$ cat src/rtl/prog_loader_pkg.sv
// prog_loader_pkg
//   Shared definitions for the program loader: FSM state encoding, header
//   magic and field positions, status codes and a byte-select helper used by
//   the tx serializer.
package prog_loader_pkg;

    typedef enum logic [2:0] {
        ST_IDLE      = 3'd0,
        ST_LOAD_INST = 3'd1,
        ST_LOAD_DATA = 3'd2,
        ST_SETTLE    = 3'd3,
        ST_RUN       = 3'd4,
        ST_READBACK  = 3'd5,
        ST_SEND      = 3'd6,
        ST_FINISH    = 3'd7
    } state_t;

    localparam logic [7:0] HDR_MAGIC = 8'hA5;

    localparam logic [1:0] ERR_OK      = 2'b00;
    localparam logic [1:0] ERR_HDR     = 2'b01;
    localparam logic [1:0] ERR_TIMEOUT = 2'b10;

    localparam int HDR_MAGIC_MSB = 31;
    localparam int HDR_MAGIC_LSB = 24;
    localparam int HDR_INST_MSB  = 23;
    localparam int HDR_INST_LSB  = 12;
    localparam int HDR_DATA_MSB  = 11;
    localparam int HDR_DATA_LSB  = 0;

    // Word counters (k, j) and header counts share this width.
    localparam int CNT_W = 12;

    // Byte idx of a word, idx 0 = most significant byte.
    function automatic logic [7:0] word_byte(input logic [31:0] w, input logic [1:0] idx);
        logic [7:0] b;
        case (idx)
            2'd0:    b = w[31:24];
            2'd1:    b = w[23:16];
            2'd2:    b = w[15:8];
            default: b = w[7:0];
        endcase
        return b;
    endfunction

    function automatic logic hdr_ok(input logic [31:0] w);
        return (w[HDR_MAGIC_MSB:HDR_MAGIC_LSB] == HDR_MAGIC) &&
               (w[HDR_INST_MSB:HDR_INST_LSB] != '0);
    endfunction

endpackage

$ cat src/rtl/prog_loader_word_assembler.sv
// word_assembler
//   Packs an inbound byte stream into 32-bit words, first byte in the MSB.
//   word_valid is a one-cycle pulse in the cycle after the 4th byte was
//   taken; word_out holds the completed word during that pulse.
// Ports:
//   clk, rst       clock, async active-high reset
//   clear          drop any partially assembled word
//   byte_en        byte_in is consumed this cycle
//   byte_in        inbound byte
//   word_out       assembled word
//   word_valid     completed-word pulse
//   byte_cnt       bytes already held for the word in progress (0..3)
module word_assembler
    import prog_loader_pkg::*;
(
    input  logic        clk,
    input  logic        rst,
    input  logic        clear,
    input  logic        byte_en,
    input  logic [7:0]  byte_in,
    output logic [31:0] word_out,
    output logic        word_valid,
    output logic [1:0]  byte_cnt
);

    logic [31:0] shift_q, shift_d;
    logic [1:0]  cnt_q, cnt_d;
    logic        valid_q, valid_d;

    always_comb begin
        shift_d = shift_q;
        cnt_d   = cnt_q;
        valid_d = 1'b0;
        if (clear) begin
            cnt_d = 2'd0;
        end else if (byte_en) begin
            shift_d = {shift_q[23:0], byte_in};
            cnt_d   = cnt_q + 2'd1;
            valid_d = (cnt_q == 2'd3);
        end
    end

    always_ff @(posedge clk or posedge rst) begin
        if (rst) begin
            shift_q <= '0;
            cnt_q   <= '0;
            valid_q <= 1'b0;
        end else begin
            shift_q <= shift_d;
            cnt_q   <= cnt_d;
            valid_q <= valid_d;
        end
    end

    assign word_out   = shift_q;
    assign word_valid = valid_q;
    assign byte_cnt   = cnt_q;

endmodule

$ cat src/rtl/prog_loader.sv
// prog_loader
//   Loads a program image from a byte stream into processor_top's
//   instruction/data memories while the core is held in reset, runs the
//   core until done (or watchdog), then reads back the data words and sends
//   them out as bytes, MSB first.
//
//   state      | meaning
//   -----------+--------------------------------------------------------
//   IDLE       | waiting for a header word
//   LOAD_INST  | writing instruction words k = 0..N-1
//   LOAD_DATA  | writing data words k = 0..M-1
//   SETTLE     | one cycle with outputs held before core release
//   RUN        | core running, watchdog counting
//   READBACK   | mem_addr = j driven, waiting READ_LAT cycles
//   SEND       | serializing the captured word, 4 bytes
//   FINISH     | core put back in reset, return to IDLE
//
// Ports:
//   clk, rst                          clock, async active-high reset
//   rx_data/rx_valid/rx_ready         inbound byte handshake
//   tx_data/tx_valid/tx_ready         outbound byte handshake
//   core_rst                          reset to the core
//   inst_addr/inst_data_in            instruction memory write port
//   mem_addr/mem_data_in              data memory address / write data
//   processor_out                     data memory read data
//   done                              core halted
//   busy                              not in IDLE
//   err                               sticky status (ok / bad header / timeout)
module prog_loader
    import prog_loader_pkg::*;
#(
    parameter int unsigned MAX_CYCLES = 1_000_000,
    parameter int unsigned READ_LAT   = 2
) (
    input  logic        clk,
    input  logic        rst,
    input  logic [7:0]  rx_data,
    input  logic        rx_valid,
    output logic        rx_ready,
    output logic [7:0]  tx_data,
    output logic        tx_valid,
    input  logic        tx_ready,
    output logic        core_rst,
    output logic [31:0] inst_addr,
    output logic [31:0] inst_data_in,
    output logic [31:0] mem_addr,
    output logic [31:0] mem_data_in,
    input  logic [31:0] processor_out,
    input  logic        done,
    output logic        busy,
    output logic [1:0]  err
);

    localparam int WD_W = $clog2(MAX_CYCLES + 1);
    localparam logic [WD_W-1:0] WD_LAST  = WD_W'(MAX_CYCLES - 1);
    localparam logic [3:0]      LAT_LAST = 4'(READ_LAT - 1);

    state_t            state_q, state_d;
    logic [CNT_W-1:0]  n_q, n_d;
    logic [CNT_W-1:0]  m_q, m_d;
    logic [CNT_W-1:0]  k_q, k_d;
    logic [CNT_W-1:0]  j_q, j_d;
    logic [3:0]        lat_q, lat_d;
    logic [1:0]        b_q, b_d;
    logic [WD_W-1:0]   wd_q, wd_d;
    logic [31:0]       tx_word_q, tx_word_d;
    logic [7:0]        tx_data_q, tx_data_d;
    logic              tx_valid_q, tx_valid_d;
    logic              rx_ready_q, rx_ready_d;
    logic              core_rst_q, core_rst_d;
    logic [1:0]        err_q, err_d;
    logic [CNT_W-1:0]  inst_addr_q, inst_addr_d;
    logic [31:0]       inst_data_q, inst_data_d;
    logic [CNT_W-1:0]  mem_addr_q, mem_addr_d;
    logic [31:0]       mem_data_q, mem_data_d;

    logic        rx_accept;
    logic        asm_clear;
    logic [31:0] asm_word;
    logic        asm_valid;
    logic [1:0]  asm_cnt;
    logic        last_load_byte;
    logic        run_exit;

    assign rx_accept = rx_valid & rx_ready_q;
    assign asm_clear = (state_q == ST_FINISH);

    word_assembler u_word_asm (
        .clk        (clk),
        .rst        (rst),
        .clear      (asm_clear),
        .byte_en    (rx_accept),
        .byte_in    (rx_data),
        .word_out   (asm_word),
        .word_valid (asm_valid),
        .byte_cnt   (asm_cnt)
    );

    // The final word of a load is written one cycle after its last byte is
    // taken; rx_ready drops for that gap so no stray byte is swallowed
    // while the FSM leaves the load phase.
    assign last_load_byte = rx_accept && (asm_cnt == 2'd3) &&
                            (((state_q == ST_LOAD_INST) && (k_q == n_q - 1'b1) && (m_q == '0)) ||
                             ((state_q == ST_LOAD_DATA) && (k_q == m_q - 1'b1)));

    always_comb begin
        state_d     = state_q;
        n_d         = n_q;
        m_d         = m_q;
        k_d         = k_q;
        j_d         = j_q;
        lat_d       = lat_q;
        b_d         = b_q;
        wd_d        = wd_q;
        tx_word_d   = tx_word_q;
        tx_data_d   = tx_data_q;
        tx_valid_d  = tx_valid_q;
        err_d       = err_q;
        inst_addr_d = inst_addr_q;
        inst_data_d = inst_data_q;
        mem_addr_d  = mem_addr_q;
        mem_data_d  = mem_data_q;
        run_exit    = 1'b0;

        case (state_q)
            ST_IDLE: begin
                if (asm_valid) begin
                    if (hdr_ok(asm_word)) begin
                        n_d     = asm_word[HDR_INST_MSB:HDR_INST_LSB];
                        m_d     = asm_word[HDR_DATA_MSB:HDR_DATA_LSB];
                        k_d     = '0;
                        err_d   = ERR_OK;
                        state_d = ST_LOAD_INST;
                    end else begin
                        err_d = ERR_HDR;
                    end
                end
            end
            ST_LOAD_INST: begin
                if (asm_valid) begin
                    inst_addr_d = k_q;
                    inst_data_d = asm_word;
                    if (k_q == n_q - 1'b1) begin
                        k_d     = '0;
                        state_d = (m_q != '0) ? ST_LOAD_DATA : ST_SETTLE;
                    end else begin
                        k_d = k_q + 1'b1;
                    end
                end
            end
            ST_LOAD_DATA: begin
                if (asm_valid) begin
                    mem_addr_d = k_q;
                    mem_data_d = asm_word;
                    if (k_q == m_q - 1'b1) begin
                        k_d     = '0;
                        state_d = ST_SETTLE;
                    end else begin
                        k_d = k_q + 1'b1;
                    end
                end
            end
            ST_SETTLE: begin
                wd_d    = '0;
                state_d = ST_RUN;
            end
            ST_RUN: begin
                wd_d = wd_q + 1'b1;
                // done has priority over a watchdog expiring in the same cycle
                if (done) begin
                    run_exit = 1'b1;
                end else if (wd_q == WD_LAST) begin
                    err_d    = ERR_TIMEOUT;
                    run_exit = 1'b1;
                end
                if (run_exit) begin
                    if (m_q == '0) begin
                        state_d = ST_FINISH;
                    end else begin
                        j_d        = '0;
                        mem_addr_d = '0;
                        lat_d      = '0;
                        state_d    = ST_READBACK;
                    end
                end
            end
            ST_READBACK: begin
                if (lat_q == LAT_LAST) begin
                    tx_word_d  = processor_out;
                    tx_data_d  = processor_out[31:24];
                    tx_valid_d = 1'b1;
                    b_d        = 2'd0;
                    state_d    = ST_SEND;
                end else begin
                    lat_d = lat_q + 1'b1;
                end
            end
            ST_SEND: begin
                if (tx_valid_q && tx_ready) begin
                    if (b_q == 2'd3) begin
                        tx_valid_d = 1'b0;
                        if (j_q == m_q - 1'b1) begin
                            state_d = ST_FINISH;
                        end else begin
                            j_d        = j_q + 1'b1;
                            mem_addr_d = j_q + 1'b1;
                            lat_d      = '0;
                            state_d    = ST_READBACK;
                        end
                    end else begin
                        b_d       = b_q + 2'd1;
                        tx_data_d = word_byte(tx_word_q, b_q + 2'd1);
                    end
                end
            end
            ST_FINISH: begin
                state_d = ST_IDLE;
            end
            default: begin
                state_d = ST_IDLE;
            end
        endcase

        rx_ready_d = ((state_d == ST_IDLE) || (state_d == ST_LOAD_INST) ||
                      (state_d == ST_LOAD_DATA)) && !last_load_byte;
        core_rst_d = !((state_d == ST_RUN) || (state_d == ST_READBACK) ||
                       (state_d == ST_SEND));
    end

    always_ff @(posedge clk or posedge rst) begin
        if (rst) begin
            state_q     <= ST_IDLE;
            n_q         <= '0;
            m_q         <= '0;
            k_q         <= '0;
            j_q         <= '0;
            lat_q       <= '0;
            b_q         <= '0;
            wd_q        <= '0;
            tx_word_q   <= '0;
            tx_data_q   <= '0;
            tx_valid_q  <= 1'b0;
            rx_ready_q  <= 1'b0;
            core_rst_q  <= 1'b1;
            err_q       <= ERR_OK;
            inst_addr_q <= '0;
            inst_data_q <= '0;
            mem_addr_q  <= '0;
            mem_data_q  <= '0;
        end else begin
            state_q     <= state_d;
            n_q         <= n_d;
            m_q         <= m_d;
            k_q         <= k_d;
            j_q         <= j_d;
            lat_q       <= lat_d;
            b_q         <= b_d;
            wd_q        <= wd_d;
            tx_word_q   <= tx_word_d;
            tx_data_q   <= tx_data_d;
            tx_valid_q  <= tx_valid_d;
            rx_ready_q  <= rx_ready_d;
            core_rst_q  <= core_rst_d;
            err_q       <= err_d;
            inst_addr_q <= inst_addr_d;
            inst_data_q <= inst_data_d;
            mem_addr_q  <= mem_addr_d;
            mem_data_q  <= mem_data_d;
        end
    end

    assign rx_ready     = rx_ready_q;
    assign tx_data      = tx_data_q;
    assign tx_valid     = tx_valid_q;
    assign core_rst     = core_rst_q;
    assign inst_addr    = {{(32-CNT_W){1'b0}}, inst_addr_q};
    assign inst_data_in = inst_data_q;
    assign mem_addr     = {{(32-CNT_W){1'b0}}, mem_addr_q};
    assign mem_data_in  = mem_data_q;
    assign busy         = (state_q != ST_IDLE);
    assign err          = err_q;

endmodule

$ cat config.mk
export PLATFORM = sky130hd
export DESIGN_NAME = prog_loader
export DESIGN_NICKNAME = d
export VERILOG_FILES = /design/src/rtl/prog_loader_pkg.sv /design/src/rtl/prog_loader_word_assembler.sv /design/src/rtl/prog_loader.sv
export SDC_FILE = /design/constraint.sdc
export NUM_CORES = 1
export LEC_CHECK = 0
export ABC_AREA = 1
export BUFFER_PORTS_ARGS = -buffer_cell sky130_fd_sc_hd__buf_4
export CORE_ASPECT_RATIO = 1.75
export CORE_MARGIN = 1.5
export CORE_UTILIZATION = 45
export DETAILED_ROUTE_END_ITERATION = 6
export HOLD_SLACK_MARGIN = 0.1
export PLACE_DENSITY = 0.66
export SLEW_MARGIN = 20
export SYNTH_ARGS = -nofsm -noshare
export SYNTH_HDL_FRONTEND = slang
export SYNTH_HIERARCHICAL = 1
export SYNTH_SLANG_ARGS = --single-unit
$ cat constraint.sdc
create_clock -name clk -period 9.65 [get_ports clk]
set_input_delay 1.93 -clock clk [delete_from_list [all_inputs] [get_ports clk]]
set_output_delay 1.93 -clock clk [all_outputs]
set_load 0.05 [all_outputs]
==> summary.txt <==
Worst setup path
  – Kind of critical path: reg2out
  – Crit path max-delay family: flip-flops
  – Critical path cell sequence: nor2_1 > nand2_1 > buf_4
  – Crit-path slowest cell: dfrtp_1
  – CP Data Required Time: just under 8000 ps
  – Buf/Inv on CP: 1
  – WP data arrival: ~1500 ps
  – CP max FO: 5
  – Worst setup SP type: flip-flop
  – Critical path's largest stage delay: roughly 420 ps
  – Critical Path End Type: output port

Worst hold path
  – Min-delay worst type: reg2reg

Timing
  – Setup TNS: 0 ps
  – Worst clock skew: 14.6 ps
  – Crit share post-route: about 36%
  – Final min period: ~3500 ps
  – Final Hold Slack: 471 ps
  – Final-report hold violation count: 0
  – Final worst slack: about 6200 ps
  – Worst slew pin tran: 987 ps
  – Final Max Slew Viols: 0
  – Unrepaired setup endpoints after global routing: false
  – Fmax: between 200 and 300 MHz
  – Final setup fails: 0
  – Max_slew headroom: between 30% and 40%

Logic synthesis
  – Netlist Area Pre-Place: roughly 13000 sq um
  – Post-synthesis instance total: between 1.5k and 2k
  – Mux cell area share after synthesis: less than 1%
  – Largest family of logic cells by synthesized area: simple AND/OR/NAND/NOR gates
  – Adder-Cell Fraction of Synth Area: between 1 and 1.5%
  – Yosys synthesis warning count: 6
  – Post-synth EDFFs: 0
  – Register area share after synthesis: 48.7%
  – Simple logic cell fraction of the synthesized area: ~30%
  – Synth cell types: 46
  – Ys async rst share: between 90% and 100%
  – Synth Area in XOR/XNOR: slightly above 1%
  – #FFs+latches synth: 245
  – Prevailing post-synth register cell: dfrtp_1
  – Syn avg cell area: about 7.6 sq um
  – Synth Area in Compound Gates: 8.71%

Power
  – Worst VDD drop: between 0.00015 and 0.0002 V
  – Total power: about 3.4 mW
  – Pwr dens: roughly 230 nW/um^2
  – LEAKAGE: around 7.7 nW

Clock network
  – Root Driver: clkbuf_16
  – Clock Pin Slew Worst Setup and Hold Paths: around 70 ps
  – Number of buffers inserted by hold repair at cts: 0
  – CTS tree: done
  – # resized after CTS: 0
  – CTS Sinks: 245
  – CTS Buf Count: 23
  – Deepest clock path buffer count: 3
  – Clk Latency, worst-skew pair: 530 ps
  – Post-CTS setup buffer count: 0
  – H-tree lvl count: 1

Die
  – Starting Density: approximately 46%
  – Core area: 27400 sq um
  – Chip Height: between 200 and 250 um
  – # IOs: 187
  – DIE WIDTH: 129 um
  – Die ar.: 29000 sq um
  – Rows: 80

Global route
  – Congestion Overflow GR: 0
  – Vias in the first global route: roughly 11k
  – Initial antenna violation count: 0
  – Global-route wire length before repair: roughly 55000 um
  – Largest net degree at the start of global routing: between 100 and 150
  – Global-route usage over all layers: between 20% and 30%

Finish
  – Fillers: 2731
  – ANT cells: 0
  – Final net count: approximately 1.8k
  – Layout cells sized above 1: approximately an eighth
  – Util after Layout: 53.2%
  – Area growth syn-to-layout: 15.9%
  – Post-route cell area: between 10000 and 15000 sq um
  – Post-Layout Cell Count: about 2.2k

Run
  – Max Cap Violations: 0

Drt
  – Vias: 11.0k
  – Initial DRC Count: between 600 and 700
  – DRC: 0
  – Wire length per cell: approximately 16 um
  – DRT antenna net count: 0
  – Routed WL: 34500 um
  – Via density: 5.10
  – Pre-antenna DRT Iters: 5

Status
  – Status: completed

Placement
  – Place WS: slightly below 6000 ps
  – Placed Cells: about 2.1k
  – Placer congestion estimate: ~0.93
  – Dpl hpwl: approximately 25000 um
  – Post-DP Area: around 14000 sq um
  – Port Buffers: between 100 and 150
==> sequential cells by signal, indices dropped and copies added, names as in the netlist, 20 cells and up <==
signal and count:
mem_data_in 32, tx_word_q 32, u_word_asm/word_out 32, wd_q 20, inst_data_in 32
==> final timing paths <==
check,from,slack [ps],end,depth (start not counted)
setup / recovery,state_q[1],6190,busy,3
max in group asynchronous,rst,6770,wd_q[13],3
hold / removal,wd_q[17],470,wd_q[17],1
hold reg to reg,wd_q[17],470,wd_q[17],1
setup reg to reg,m_q[0],6720,j_q[1],12
min in group asynchronous,rst,1580,u_word_asm/word_out[25],3
==> metal layers <==
metal  GRT usage, %  vias to the layer above  wire (um)
met5              0                        -          0
met4           13.3                        0       1910
met3           2.97                       89       1470
met2           42.0                      314      17400
met1           27.9                     5159      13600
li1               -                     5411          -
==> cell usage after synthesis, types with 2 or more instances <==
| cell type | count | area share (%) |
|---|---|---|
| nand4_1 | 37 | 1.8 |
| ha_1 | 13 | 1.3 |
| inv_1 | 169 | 5.0 |
| buf_4 | 43 | 2.6 |
| nor2_4 | 2 | 0.18 |
| buf_2 | 5 | 0.20 |
| clkbuf_1 | 35 | 1.0 |
| nor3b_1 | 2 | 0.12 |
| mux2i_1 | 3 | 0.24 |
| o21ai_1 | 2 | 0.080 |
| nand2_1 | 569 | 17 |
| xnor2_1 | 2 | 0.14 |
| nand3b_1 | 2 | 0.12 |
| a31oi_1 | 16 | 0.80 |
| nand2_2 | 13 | 0.65 |
| o21bai_1 | 4 | 0.24 |
| inv_2 | 5 | 0.15 |
| nor4_1 | 5 | 0.25 |
| buf_1 | 7 | 0.21 |
| nor3_1 | 14 | 0.56 |
| dfrtp_1 | 244 | 49 |
| o22ai_1 | 7 | 0.35 |
| a21oi_1 | 21 | 0.84 |
| or2_2 | 5 | 0.25 |
| xor2_1 | 10 | 0.70 |
| nand3_2 | 4 | 0.32 |
| nor2_2 | 6 | 0.30 |
| o21ai_0 | 154 | 6.1 |
| nor3_2 | 3 | 0.24 |
| nor2_1 | 103 | 3.1 |
| buf_6 | 5 | 0.45 |
| nand3_1 | 123 | 4.9 |
==> cell type report <==
class                           instances  area, sq um  area share [%]
Clock buffer                           29          628            4.31
Clock inverter                         11          188            1.29
Inverter                              175          664            4.56
Multi-Input combinational cell       1169         5360            36.7
Sequential cell                       245         6130            42.0
Tap cell                              369          462            3.17
Timing Repair Buffer                  153         1150            7.90
==> layout by cell type, fill, tap and decap left out, types with 5 or more instances in the layout <==
master / instances
a21oi_1: 21
a31oi_1: 16
buf_4: 152
bufinv_16: 5
clkbuf_16: 23
conb_1: 40
dfrtp_1: 244
ha_1: 13
inv_1: 167
inv_2: 6
nand2_1: 568
nand2_2: 14
nand3_1: 123
nand4_1: 37
nor2_1: 101
nor2_2: 8
nor3_1: 14
nor4_1: 5
o21ai_0: 154
o22ai_1: 7
or2_2: 5
xor2_1: 10
==> report_power, final <==
group	switching [mW]	leakage [nW]	internal, mW	total, mW
registers	0.196	3.27	1.25	1.44
logic	0.705	4.00	0.283	0.988
clock network	0.399	0.404	0.596	0.995
==> cells by family (layout without fill, tap and decap cells) <==
logic type | count (synthesis) | count (layout)
other cells | 1 | 40
xor+xnor | 13 | 13
flops | 245 | 245
fa+ha+maj | 13 | 13
buf+inv | 272 | 368
mux | 3 | 3
simple gates | 892 | 892
compound gates | 208 | 208
(Power assumes the default switching activity.)
